--- src/rtl/cpu_loader.sv ---
// cpu_loader: stream-driven boot loader for the pipelined RISC-V CPU.
//
// Consumes a 32-bit command/data stream over a valid/ready handshake and turns
// it into writes on the CPU's instruction-memory (32-bit) and data-memory
// (64-bit) load ports. It also owns the CPU enable, which is raised only by an
// explicit START command.
//
// Ports:
//   clk, arst                 clock, asynchronous active-high reset
//   s_valid, s_data, s_ready  command/data word stream (never back-pressured)
//   imem_addr/wen/wdata       instruction-memory load port, one strobe per word
//   dmem_addr/wen/wdata       data-memory load port, one strobe per doubleword
//   cpu_enable                CPU run enable
//   busy                      high while a load burst is in progress
//   error                     sticky error (illegal command or bad range)
module cpu_loader #(
  parameter int unsigned IMEM_LIMIT = 512,
  parameter int unsigned DMEM_LIMIT = 8192
) (
  input  logic        clk,
  input  logic        arst,
  input  logic        s_valid,
  input  logic [31:0] s_data,
  output logic        s_ready,
  output logic [63:0] imem_addr,
  output logic        imem_wen,
  output logic [31:0] imem_wdata,
  output logic [63:0] dmem_addr,
  output logic        dmem_wen,
  output logic [63:0] dmem_wdata,
  output logic        cpu_enable,
  output logic        busy,
  output logic        error
);

  localparam logic [3:0] CMD_NOP     = 4'h0;
  localparam logic [3:0] CMD_LOAD_I  = 4'h1;
  localparam logic [3:0] CMD_LOAD_D  = 4'h2;
  localparam logic [3:0] CMD_START   = 4'h3;
  localparam logic [3:0] CMD_HALT    = 4'h4;
  localparam logic [3:0] CMD_CLR_ERR = 4'h5;

  typedef enum logic [2:0] {
    IDLE,
    ADDR,
    DATA_I,
    DATA_LO,
    DATA_HI
  } state_t;

  state_t      state;
  logic        load_d;     // current burst targets data memory
  logic [15:0] count;      // burst length latched from the header
  logic [15:0] remaining;  // writes still to perform in this burst
  logic [63:0] cur_addr;   // address of the next write
  logic [31:0] lo_word;    // low half of the doubleword being assembled
  logic        burst_ok;   // range check passed; strobes allowed
  logic        accept;

  // 34-bit end-of-burst address: a 32-bit base plus up to 8*65535 cannot wrap.
  logic [33:0] end_i;
  logic [33:0] end_d;
  logic        range_bad;

  // The loader never back-pressures; it only refuses words while in reset.
  assign s_ready = ~arst;
  assign accept  = s_valid & s_ready;
  assign busy    = (state != IDLE);

  always_comb begin
    end_i     = {2'b00, s_data} + {16'b0, count, 2'b00};
    end_d     = {2'b00, s_data} + {15'b0, count, 3'b000};
    range_bad = 1'b0;
    if (load_d)
      range_bad = (s_data[2:0] != 3'b000) || (end_d > 34'(DMEM_LIMIT));
    else
      range_bad = (s_data[1:0] != 2'b00) || (end_i > 34'(IMEM_LIMIT));
  end

  always_ff @(posedge clk or posedge arst) begin
    if (arst) begin
      state      <= IDLE;
      load_d     <= 1'b0;
      count      <= '0;
      remaining  <= '0;
      cur_addr   <= '0;
      lo_word    <= '0;
      burst_ok   <= 1'b0;
      imem_addr  <= '0;
      imem_wen   <= 1'b0;
      imem_wdata <= '0;
      dmem_addr  <= '0;
      dmem_wen   <= 1'b0;
      dmem_wdata <= '0;
      cpu_enable <= 1'b0;
      error      <= 1'b0;
    end else begin
      // Strobes are single-cycle pulses.
      imem_wen <= 1'b0;
      dmem_wen <= 1'b0;
      if (accept) begin
        unique case (state)
          IDLE: begin
            unique case (s_data[31:28])
              CMD_NOP: ;
              CMD_LOAD_I, CMD_LOAD_D: begin
                load_d     <= (s_data[31:28] == CMD_LOAD_D);
                count      <= s_data[15:0];
                // Stop the CPU before any of the new image reaches memory.
                cpu_enable <= 1'b0;
                state      <= ADDR;
              end
              CMD_START:   cpu_enable <= 1'b1;
              CMD_HALT:    cpu_enable <= 1'b0;
              CMD_CLR_ERR: error      <= 1'b0;
              default:     error      <= 1'b1;
            endcase
          end
          ADDR: begin
            cur_addr  <= {32'b0, s_data};
            remaining <= count;
            // A bad range still consumes the payload so the stream stays in
            // step, but no strobes are issued for this burst.
            burst_ok  <= ~range_bad;
            if (range_bad)
              error <= 1'b1;
            if (count == 16'd0)
              state <= IDLE;
            else if (load_d)
              state <= DATA_LO;
            else
              state <= DATA_I;
          end
          DATA_I: begin
            if (burst_ok) begin
              imem_wen   <= 1'b1;
              imem_addr  <= cur_addr;
              imem_wdata <= s_data;
            end
            cur_addr  <= cur_addr + 64'd4;
            remaining <= remaining - 16'd1;
            if (remaining == 16'd1)
              state <= IDLE;
          end
          DATA_LO: begin
            lo_word <= s_data;
            state   <= DATA_HI;
          end
          DATA_HI: begin
            if (burst_ok) begin
              dmem_wen   <= 1'b1;
              dmem_addr  <= cur_addr;
              dmem_wdata <= {s_data, lo_word};
            end
            cur_addr  <= cur_addr + 64'd8;
            remaining <= remaining - 16'd1;
            state     <= (remaining == 16'd1) ? IDLE : DATA_LO;
          end
          default: state <= IDLE;
        endcase
      end
    end
  end

endmodule

--- config.mk ---
export PLATFORM = sky130hd
export DESIGN_NAME = cpu_loader
export DESIGN_NICKNAME = d
export VERILOG_FILES = /design/src/rtl/cpu_loader.sv
export SDC_FILE = /design/constraint.sdc
export NUM_CORES = 1
export LEC_CHECK = 0
export ABC_AREA = 0
export BUFFER_PORTS_ARGS = -buffer_cell sky130_fd_sc_hd__buf_2
export CAP_MARGIN = 10
export CORE_AREA = 2 2 224 226
export DETAILED_ROUTE_END_ITERATION = 7
export DIE_AREA = 0 0 226 228
export HOLD_SLACK_MARGIN = 0.1
export MAX_ROUTING_LAYER = met4
export PLACE_DENSITY = 0.55
export SYNTH_ARGS = -nofsm -noshare
export SYNTH_HDL_FRONTEND = slang
export SYNTH_SLANG_ARGS = --single-unit
--- constraint.sdc ---
create_clock -name clk -period 11.75 [get_ports clk]
set_input_delay 1.7625 -clock clk [delete_from_list [all_inputs] [get_ports clk]]
set_output_delay 1.7625 -clock clk [all_outputs]
set_load 0.01 [all_outputs]
* Yosys cells after proc, flatten, opt, wreduce, memory -nomap -nowiden
Cells that the tools add are included.
Operators by class: add/sub/neg operators 5, magnitude comparators 2, equality and inequality tests 14, multiplexer cells 18, bitwise gates (word level) 3, reductions and logical operators 26
Operators with widths (count):
- one-hot mux 64 bit (3 select lines) | 1
- adder 64 x 3 -> 64 bit, second input constant | 1
- adder 64 x 4 -> 64 bit, second input constant | 1
- adder 32 x 18 -> 33 bit | 1
- adder 32 x 19 -> 33 bit | 1
- > comparator 33 x 10 -> 1 bit, second input constant | 1
- > comparator 33 x 14 -> 1 bit, second input constant | 1
- one-hot mux 16 bit (2 select lines) | 1
- equality test 16 x 1 -> 1 bit, second input constant | 1
- logical NOT 16 bit | 1
- subtractor 16 x 1 -> 16 bit, second input constant | 1
- one-hot mux 3 bit (5 select lines) | 1
- AND reduction 3 bit | 5
- nonzero test 3 bit | 3
- equality test 4 x 2 -> 1 bit, second input constant | 2
- equality test 4 x 3 -> 1 bit, second input constant | 2
- 2-to-1 mux 1 bit | 8
- AND reduction 2 bit | 4
- nonzero test 2 bit | 4
- equality test 3 x 2 -> 1 bit, second input constant | 2
- 2-to-1 mux 3 bit | 2
- inequality test 2 bit, second input constant | 3
- one-hot mux 1 bit (2 select lines) | 3
- OR reduction 5 bit | 1
- other kinds (13) | 17
Storage, ports and cells: bits in registers 361, input bits 35, output and inout bits 230, word-level logic and storage cells 83

* Logic depth before layout (Yosys ltp)
Gate-level depths: netlist of the first run.
depth after elaboration 6, mapped depth 12, depth with buffers taken out 12

* Least setup slack after synthesis of the first run
No wires, ideal clock.
path type input port to flip-flop, start input port arst, end register count[0], setup time 0.125 ns, data arrival time 11.342 ns, required time 11.625 ns, path slack 0.283 ns, stages on the path 7, path buffers 1, path through inv_1 nand2_1 nor3_1 nand2b_1 nor2_1 clkbuf_1 mux2_2
Between the ends: word-level cells in the longest chain between the ends 3
RTL lines:
- start: declaration | RTL line 21 | input logic arst,
- NOT 1 bit | RTL line 66 | assign s_ready = ~arst;
- bitwise AND 1 bit | RTL line 67 | assign accept = s_valid & s_ready;
- AND reduction 3 bit (no source line)
- end signal: assignment | RTL line 108 | count <= s_data[15:0];
- end: declaration | RTL line 53 | logic [15:0] count;
Every way passes these cells. A chain may end at the register's enable or synchronous reset.

* Final worst setup path of the first run
start input port arst, end output port s_ready
Between the ends: word-level cells in the longest chain between the ends 1
RTL lines:
- NOT 1 bit | RTL line 66
- end: declaration | RTL line 24 | output logic s_ready,
Every way passes these cells.

==> summary.json, run 1 <==
{
  "topRoutingLayerUsed": "met4",
  "critical_path.cell_chain": "buf_2 > clkinvlp_4 > buf_4 > buf_2",
  "cts_hold_repair.buffers": 0,
  "met1_length_mm": 29.3,
  "synth-edff-count": 0,
  "cp_data_required_time_ps": 9990,
  "postSynthAreaPerCell_um2": 10.6,
  "antenna_violations_before_repair": 5,
  "dr_total_vias": 15400,
  "most-common-layout-cells": "361 x sky130_fd_sc_hd__dfrtp_1, 269 x sky130_fd_sc_hd__mux2_2, 264 x sky130_fd_sc_hd__buf_2, 159 x sky130_fd_sc_hd__nand2_1, 131 x sky130_fd_sc_hd__o21ai_0",
  "timing.final.crit_share_pct": 44.1,
  "ys_seq_area_share_pct": 49.0,
  "route.antenna.remaining_nets": 0,
  "grt_first_pass_wirelength_mm": 96.9,
  "holdCritPathClass": "register to register",
  "hold_viol": 0,
  "worstSetupEndpointType": "output pin",
  "post-cts-setup-buffer-count": 0,
  "detail_route.vias_per_cell": 5.73,
  "setup_viol": 0,
  "filler_cell_count": 4687,
  "place.gp.congestion": 0.962,
  "max-vdd-ir-drop_mv": 0.0985,
  "dr.first_iter.drc_count": 1356,
  "routed-wl-met2_mm": 28.6,
  "cts_num_sinks": 361,
  "wp_buf_inv": 4,
  "row_count": 82,
  "place_ws_ps": 6340,
  "hpwl_mm": 45.6,
  "period_needed_ps": 5180,
  "worstMarginPinSlew_ps": 1100,
  "effective_utilization_at_floorplan_pct": 37.4,
  "timing.rr.start": "state[2]$_DFFE_PP0P_",
  "synth-main-ff-cell": "sky130_fd_sc_hd__dfrtp_1",
  "worstPathArrival_ps": 3420,
  "clockRootBuffer": "sky130_fd_sc_hd__clkbuf_16",
  "multiInputGateArea_mm2": 0.00893,
  "die-width_um": 226,
  "slew_headroom_pct": 26.9,
  "timing.critical_path.max_delay_family": "buffers and inverters",
  "worst_min_delay_path_endpoint": "lo_word[22]$_DFFE_PP0P_",
  "fp.dieH_um": 228,
  "h-tree-depth": 2,
  "clockBufferDepth": 3,
  "static-leakage-power_nw": 10.5,
  "yosys.cell_types.count": 78,
  "drt-wirelength-per-cell_um": 23.8,
  "cp_common_cell": "sky130_fd_sc_hd__buf_2",
  "detail_route.first_pass.iterations": 5,
  "ioPinCount": 265,
  "pwr_density_cell_mw_per_mm2": 192,
  "reg2reg_to": "cur_addr[34]$_DFFE_PP0P_",
  "drt-total-wl_mm": 63.9,
  "tritoncts": "yes",
  "timing.reg2reg.setup_slack_ps": 7380,
  "grt_remaining_overflow": 0,
  "grt_pass1_vias": 15100,
  "achievable-frequency_mhz": 193,
  "global_route_total_usage_across_every_layer_pct": 25.5,
  "finalClockSkew_ps": 28.9,
  "synth_register_bits": 361,
  "grt_setup_unrepaired": "no",
  "setup.worst_path.start_class": "primary input",
  "timing.setup.critical_path_class": "primary input to output pin",
  "synthesis.area_mm2": 0.0184,
  "drive_above_1_share_pct": 32.1,
  "async_flop_share_pct": 100,
  "synthToLayoutAreaGrowth_pct": 18.4,
  "fin_worst_hold_slack_ps": 482,
  "cts.clk_slew.worst_paths_ps": 60,
  "grt_max_degree": 165,
  "postSynthNetCount": 1820,
  "r2r_cells": 8,
  "post_cts.resized_instances": 0,
  "synthesis.instances": 1747,
  "ff_latch_area_mm2": 0.00903,
  "min_path_cells": 2,
  "design.core.area_mm2": 0.0493,
  "ys.warnings.count": 0,
  "slew_viol_final": 0,
  "drv.max_cap_violation_count": 0,
  "run_status": "complete, no violations",
  "die_area_mm2": 0.0515,
  "worstHoldStart": "lo_word[22]$_DFFE_PP0P_",
  "cpPeakStageDelay_ps": 720,
  "cp_max_fo": 42,
  "final_common_cell": "sky130_fd_sc_hd__dfrtp_1",
  "design_power_total_mw": 4.20,
  "cpMaxStageDelayCell": "sky130_fd_sc_hd__clkinvlp_4",
  "cts-buffers-inserted": 42,
  "met3RoutedLength_mm": 4.61,
  "drc_errors": 0,
  "fin_tns_setup_ps": 0,
  "clk-insertion-delay-late_ps": 590,
  "layout.nets": 2050,
  "finalWorstSetupSlack_ps": 6570,
  "numPortBuffers": 264
}
## kinds of logic after synthesis
kind of cell / after synthesis / share of synthesized area [%]
muxes: 273 / 16.7
DFF: 361 / 49.0
buffers and inverters: 126 / 2.72
xor gates and xnor gates: 16 / 0.760
and+or+nand+nor: 542 / 14.5
AOI/OAI and AO/OA: 391 / 13.7
adders and majority gates: 38 / 2.66
## metrics by stage
step                      utilization [%]  area [um^2]  cells
final                                44.2        21800   2684
after CTS                            44.2        21800   2682
after global routing                 44.2        21800   2683
after detailed placement             41.3        20400   2605
after global placement               41.3        20400   2605
after floorplan                         -        18400   1747
## per-layer routing
metal	up-vias	track usage, %
li1	6973	-
met1	7775	35.8
met2	561	37.7
met3	78	5.16
met4	0	6.44
met5	-	-
## worst reg2reg max path, cell delays in order, from the launching register on
cell and delay, ps:
sky130_fd_sc_hd__dfrtp_1 480, sky130_fd_sc_hd__or3b_2 790, sky130_fd_sc_hd__nand2_1 190, sky130_fd_sc_hd__nand2_1 230
sky130_fd_sc_hd__nand2_2 560, sky130_fd_sc_hd__nand4_1 510, sky130_fd_sc_hd__nor2_1 870, sky130_fd_sc_hd__nand2_1 250
sky130_fd_sc_hd__o41ai_1 390
## cells in the mapped netlist, types with 7 or more instances
cell,count,area [um^2]
sky130_fd_sc_hd__xnor2_1,11,96.3
sky130_fd_sc_hd__a32oi_1,7,61.3
sky130_fd_sc_hd__nand2b_1,12,75.1
sky130_fd_sc_hd__dfrtp_1,361,9030
sky130_fd_sc_hd__mux2_2,269,3030
sky130_fd_sc_hd__inv_1,29,109
sky130_fd_sc_hd__nand4_1,58,363
sky130_fd_sc_hd__and4_1,7,61.3
sky130_fd_sc_hd__buf_1,7,26.3
sky130_fd_sc_hd__ha_1,36,450
sky130_fd_sc_hd__nor3_1,36,180
sky130_fd_sc_hd__a22oi_1,10,75.1
sky130_fd_sc_hd__nand3_1,57,285
sky130_fd_sc_hd__buf_2,8,40.0
sky130_fd_sc_hd__o211ai_1,14,105
sky130_fd_sc_hd__nand2_1,159,597
sky130_fd_sc_hd__and2_1,7,43.8
sky130_fd_sc_hd__nor2_1,112,420
sky130_fd_sc_hd__a21oi_1,77,385
sky130_fd_sc_hd__and3_1,7,43.8
sky130_fd_sc_hd__or4_1,12,90.1
sky130_fd_sc_hd__a21o_1,16,120
sky130_fd_sc_hd__o22ai_1,8,50.1
sky130_fd_sc_hd__o31ai_1,20,150
sky130_fd_sc_hd__nor4_1,19,119
sky130_fd_sc_hd__a221o_1,9,90.1
sky130_fd_sc_hd__clkbuf_1,79,297
sky130_fd_sc_hd__or2_2,9,56.3
sky130_fd_sc_hd__a31oi_1,8,50.1
sky130_fd_sc_hd__a211oi_1,10,75.1
sky130_fd_sc_hd__o41ai_1,11,96.3
sky130_fd_sc_hd__nor2b_1,10,62.6
sky130_fd_sc_hd__or3_1,18,113
sky130_fd_sc_hd__o21ai_0,131,656
## where the power goes
part | internal, mW | leakage (nW) | switching (mW)
registers | 1.40 | 4.88 | 0.271
logic | 0.438 | 4.87 | 0.735
clock network | 0.804 | 0.698 | 0.552
total | 2.64 | 10.5 | 1.56
## final cells by class
| class | instances | area share [%] |
|---|---|---|
| repair buffers | 283 | 6.76 |
| multi-input cells | 1260 | 40.9 |
| flip-flops and latches | 361 | 41.4 |
| diodes | 2 | 0.0229 |
| clock inverters | 19 | 1.11 |
| clock buffers | 58 | 5.46 |
| well taps | 672 | 3.85 |
| inverters | 29 | 0.516 |
## flip-flops by register name, summed over array words and instances, names as in the netlist, 3 cells and up
name and cells:
state 3, lo_word 32, imem_addr 64, remaining 16
dmem_addr 64, cur_addr 64, count 16, dmem_wdata 64
imem_wdata 32
## worst max-delay path by stage
stage,startpoint,end,depth (start not counted)
floorplan,arst,cur_addr[17]$_DFFE_PP0P_,6
global placement,s_data[2],error$_DFFE_PP0P_,11
detailed placement,s_data[2],error$_DFFE_PP0P_,11
CTS,arst,s_ready,4
global route,arst,s_ready,4
finish,arst,s_ready,4
Note: power is estimated with default switching activity, not from simulation.
==> run 2: changes to the inputs <==
==> config.mk (replaced) <==
export PLATFORM = sky130hd
export DESIGN_NAME = cpu_loader
export DESIGN_NICKNAME = d
export VERILOG_FILES = /design/src/rtl/cpu_loader.sv
export SDC_FILE = /design/constraint.sdc
export NUM_CORES = 1
export LEC_CHECK = 0
export ABC_AREA = 1
export BUFFER_PORTS_ARGS = -buffer_cell sky130_fd_sc_hd__buf_2
export CAP_MARGIN = 10
export CORE_AREA = 2 2 229 231
export DETAILED_ROUTE_END_ITERATION = 7
export DIE_AREA = 0 0 231 233
export HOLD_SLACK_MARGIN = 0.1
export MAX_ROUTING_LAYER = met4
export PLACE_DENSITY = 0.53
export SYNTH_ARGS = -nofsm -noshare
export SYNTH_HDL_FRONTEND = slang
export SYNTH_SLANG_ARGS = --single-unit
==> constraint.sdc (replaced) <==
create_clock -name clk -period 5 [get_ports clk]
set_input_delay 0.75 -clock clk [delete_from_list [all_inputs] [get_ports clk]]
set_output_delay 0.75 -clock clk [all_outputs]
set_load 0.01 [all_outputs]
==> run 2 against run 1 <==
Effect of this change: die area increased by 4.5%; wire length increased by 18%; critical path depth increased by 9; setup slack got worse by 4900 ps; global-route usage increased by 3.1 points; first-iteration DRC count increased by 32%; register-to-register slack got worse by 5400 ps; largest cell class unchanged; largest power group is now combinational logic.
==> summary.json, run 2 <==
{
  "run_status": "complete, no violations",
  "netSwitchingPower_mw": 5.74,
  "cts_num_sinks": 361,
  "place.gp.congestion": 0.973,
  "h-tree-depth": 2,
  "die_area_mm2": 0.0538,
  "design.core.area_mm2": 0.0511,
  "r2r_cells": 13,
  "numPortBuffers": 264,
  "fin_worst_hold_slack_ps": 463,
  "yosys.cell_count.top_type": "sky130_fd_sc_hd__nand2_1",
  "stdcell_area_mm2": 0.0228,
  "worstSetupEndpointType": "register",
  "global_route_total_usage_across_every_layer_pct": 28.6,
  "finalWorstSetupSlack_ps": 1650,
  "ys.warnings.count": 0,
  "hold_viol": 0,
  "timing.reg2reg.setup_slack_ps": 1970,
  "grt_pass1_vias": 17700,
  "static-leakage-power_nw": 11.4,
  "clockBufferDepth": 3,
  "synthToLayoutAreaGrowth_pct": 17.8,
  "multiInputGateArea_mm2": 0.00873,
  "critPathLaunch": "arst",
  "synthesis.area_mm2": 0.0194,
  "critical_path_depth": 13,
  "postSynthAreaPerCell_um2": 7.39,
  "synthesis.instances": 2619,
  "slew_headroom_pct": 34.0,
  "final_common_cell": "sky130_fd_sc_hd__nand2_1",
  "layout.nets": 2928,
  "worstPathArrival_ps": 3800,
  "post-route-util_pct": 44.6,
  "detail_route.vias_per_cell": 5.27,
  "post_cts.resized_instances": 0,
  "post_synth_top_area_share_pct": 46.7,
  "cp_data_required_time_ps": 5450,
  "drive_above_1_share_pct": 14.2,
  "async_flop_share_pct": 100,
  "grt_max_degree": 167,
  "ff_latch_area_mm2": 0.00903,
  "die-width_um": 231,
  "finalClockSkew_ps": 16.2,
  "setup_viol": 0,
  "wp_buf_inv": 6,
  "route.antenna.remaining_nets": 0,
  "cts-buffers-inserted": 41,
  "design_power_total_mw": 13.5,
  "synth-main-ff-cell": "sky130_fd_sc_hd__dfrtp_1",
  "detail_route.first_pass.iterations": 7,
  "grt_remaining_overflow": 0,
  "cell_internal_pwr_mw": 7.77,
  "row_count": 83,
  "p_seq_share_pct": 36.8,
  "timing.rr.start": "state[1]$_DFFE_PP0P_",
  "final_cells": 3566,
  "clockRootBuffer": "sky130_fd_sc_hd__clkbuf_16",
  "post-cts-setup-buffer-count": 0,
  "grt_setup_unrepaired": "no",
  "hpwl_mm": 57.6,
  "cts.clk_slew.worst_paths_ps": 60,
  "fp.dieH_um": 233,
  "period_needed_ps": 3350,
  "timing.final.crit_share_pct": 66.9,
  "postSynthNetCount": 2692,
  "power.share.combinational_pct": 39.7,
  "tritoncts": "yes",
  "drt-wirelength-per-cell_um": 21.1,
  "synth_register_bits": 361,
  "cpPeakStageDelay_ps": 530,
  "most-common-layout-cells": "804 x sky130_fd_sc_hd__nand2_1, 361 x sky130_fd_sc_hd__dfrtp_1, 309 x sky130_fd_sc_hd__inv_1, 264 x sky130_fd_sc_hd__buf_2, 216 x sky130_fd_sc_hd__o21ai_0",
  "ys_seq_area_share_pct": 46.7,
  "effective_utilization_at_floorplan_pct": 37.9,
  "timing.critical_path.max_delay_family": "buffers and inverters",
  "achievable-frequency_mhz": 299,
  "place.detailed.instances": 3491,
  "cp_max_fo": 33,
  "share_clk_of_total_power_pct": 23.5,
  "drv.max_cap_violation_count": 0,
  "critPathCapture": "cur_addr[41]$_DFFE_PP0P_",
  "ioPinCount": 265,
  "clk-insertion-delay-late_ps": 560,
  "place_area_mm2": 0.0214,
  "fin_tns_setup_ps": 0,
  "drc_errors": 0,
  "grt_first_pass_wirelength_mm": 112,
  "filler_cell_count": 5312,
  "net_sw_share_pct": 42.5,
  "holdCritPathClass": "register to register",
  "pwr_density_cell_mw_per_mm2": 592,
  "dr_total_vias": 18800,
  "dr.first_iter.drc_count": 1796,
  "antenna_violations_before_repair": 3,
  "worstMarginPinSlew_ps": 981,
  "synth-edff-count": 0,
  "synth_top_cell_by_area": "sky130_fd_sc_hd__dfrtp_1",
  "critical_path.cell_chain": "dlygate4sd3_1 > buf_2 > clkinvlp_4 > nand2_1 > nor2_1 > inv_2 > nand2_2 > buf_4 > buf_4 > o21ai_1 > o21bai_1 > a211oi_1 > nor2_1",
  "place_ws_ps": 1660,
  "max-vdd-ir-drop_mv": 0.224,
  "min_path_cells": 2,
  "synth_top_cells_by_count": "804 x sky130_fd_sc_hd__nand2_1, 361 x sky130_fd_sc_hd__dfrtp_1, 310 x sky130_fd_sc_hd__inv_1",
  "yosys.cell_types.count": 56,
  "setup.worst_path.start_class": "primary input",
  "timing.setup.critical_path_class": "primary input to register",
  "reg2reg_to": "cur_addr[41]$_DFFE_PP0P_",
  "antennaDiodeCount": 0,
  "cpMaxStageDelayCell": "sky130_fd_sc_hd__dlygate4sd3_1",
  "synth.area.top_cells": "sky130_fd_sc_hd__dfrtp_1 47%, sky130_fd_sc_hd__nand2_1 16%, sky130_fd_sc_hd__o21ai_0 7.3%",
  "drt-total-wl_mm": 75.3,
  "slew_viol_final": 0
}
-- run 2: cell count changes after synthesis, moves of 14 or more --
cell / change
sky130_fd_sc_hd__mux2_2: -269
sky130_fd_sc_hd__nor2_1: +101
sky130_fd_sc_hd__or3_1: -17
sky130_fd_sc_hd__o21ai_0: +152
sky130_fd_sc_hd__nand4_1: -22
sky130_fd_sc_hd__a21oi_1: -21
sky130_fd_sc_hd__nand2_1: +645
sky130_fd_sc_hd__o21ai_1: +55
sky130_fd_sc_hd__inv_2: +21
sky130_fd_sc_hd__inv_1: +281
sky130_fd_sc_hd__nand3_1: +60
sky130_fd_sc_hd__nor3_1: +21
sky130_fd_sc_hd__a21o_1: -14
-- run 2: kinds of logic after synthesis --
family	after synthesis	synth area share (%)
compound gates	500	14.4
xor+xnor	11	0.498
fa+ha+maj	38	2.53
buf+inv	422	8.27
flops	361	46.7
simple gates	1287	27.6
-- run 2: worst min-delay path by stage --
| stage | startpoint | end | slack (ps) |
|---|---|---|---|
| floorplan | lo_word[0]$_DFFE_PP0P_ | dmem_wdata[0]$_DFFE_PP0P_ | 450 |
| detailed placement | dmem_wdata[0]$_DFFE_PP0P_ | dmem_wdata[0]$_DFFE_PP0P_ | 460 |
| CTS | dmem_wdata[0]$_DFFE_PP0P_ | dmem_wdata[0]$_DFFE_PP0P_ | 470 |
| global placement | dmem_wdata[30]$_DFFE_PP0P_ | dmem_wdata[30]$_DFFE_PP0P_ | 450 |
| global route | lo_word[21]$_DFFE_PP0P_ | dmem_wdata[21]$_DFFE_PP0P_ | 480 |
| finish | dmem_wdata[0]$_DFFE_PP0P_ | dmem_wdata[0]$_DFFE_PP0P_ | 460 |
-- run 2: layout make-up --
class                   count  share of cell area [%]
clock buffers              62                    5.33
clock inverters            12                   0.862
inverters                 331                    5.51
multi-input cells        1836                    38.3
flip-flops and latches    361                    39.6
well taps                 680                    3.73
repair buffers            284                    6.63
-- run 2: power by group through the flow --
stage / clock network (mW) / registers, mW / logic [mW]
6_report: 3.17 / 4.97 / 5.36
5_1_grt: 3.35 / 5.10 / 5.99
4_1_cts: 3.23 / 4.96 / 5.36
3_5_place_dp: 0 / 5.00 / 5.34
3_3_place_gp: 0 / 4.97 / 5.31
2_1_floorplan: 0 / 5.05 / 3.03
-- run 2: worst min-delay path: stages (launching register included) --
cell,delay [ps]
sky130_fd_sc_hd__dfrtp_1,340
sky130_fd_sc_hd__nand2_1,50
sky130_fd_sc_hd__nand2_1,40
-- run 2: timing repair --
item,in CTS,in global routing
endpoints found under the setup margin,0,0
endpoints found under the hold margin,2,0
hold buffers,1,0
-- run 2: routing by layer --
metal	vias up	global-route usage [%]	wire (um)
met1	9046	40.0	35000
met5	-	-	0
met4	0	8.06	2070
li1	8987	-	-
met2	659	43.1	33300
met3	115	4.13	4960
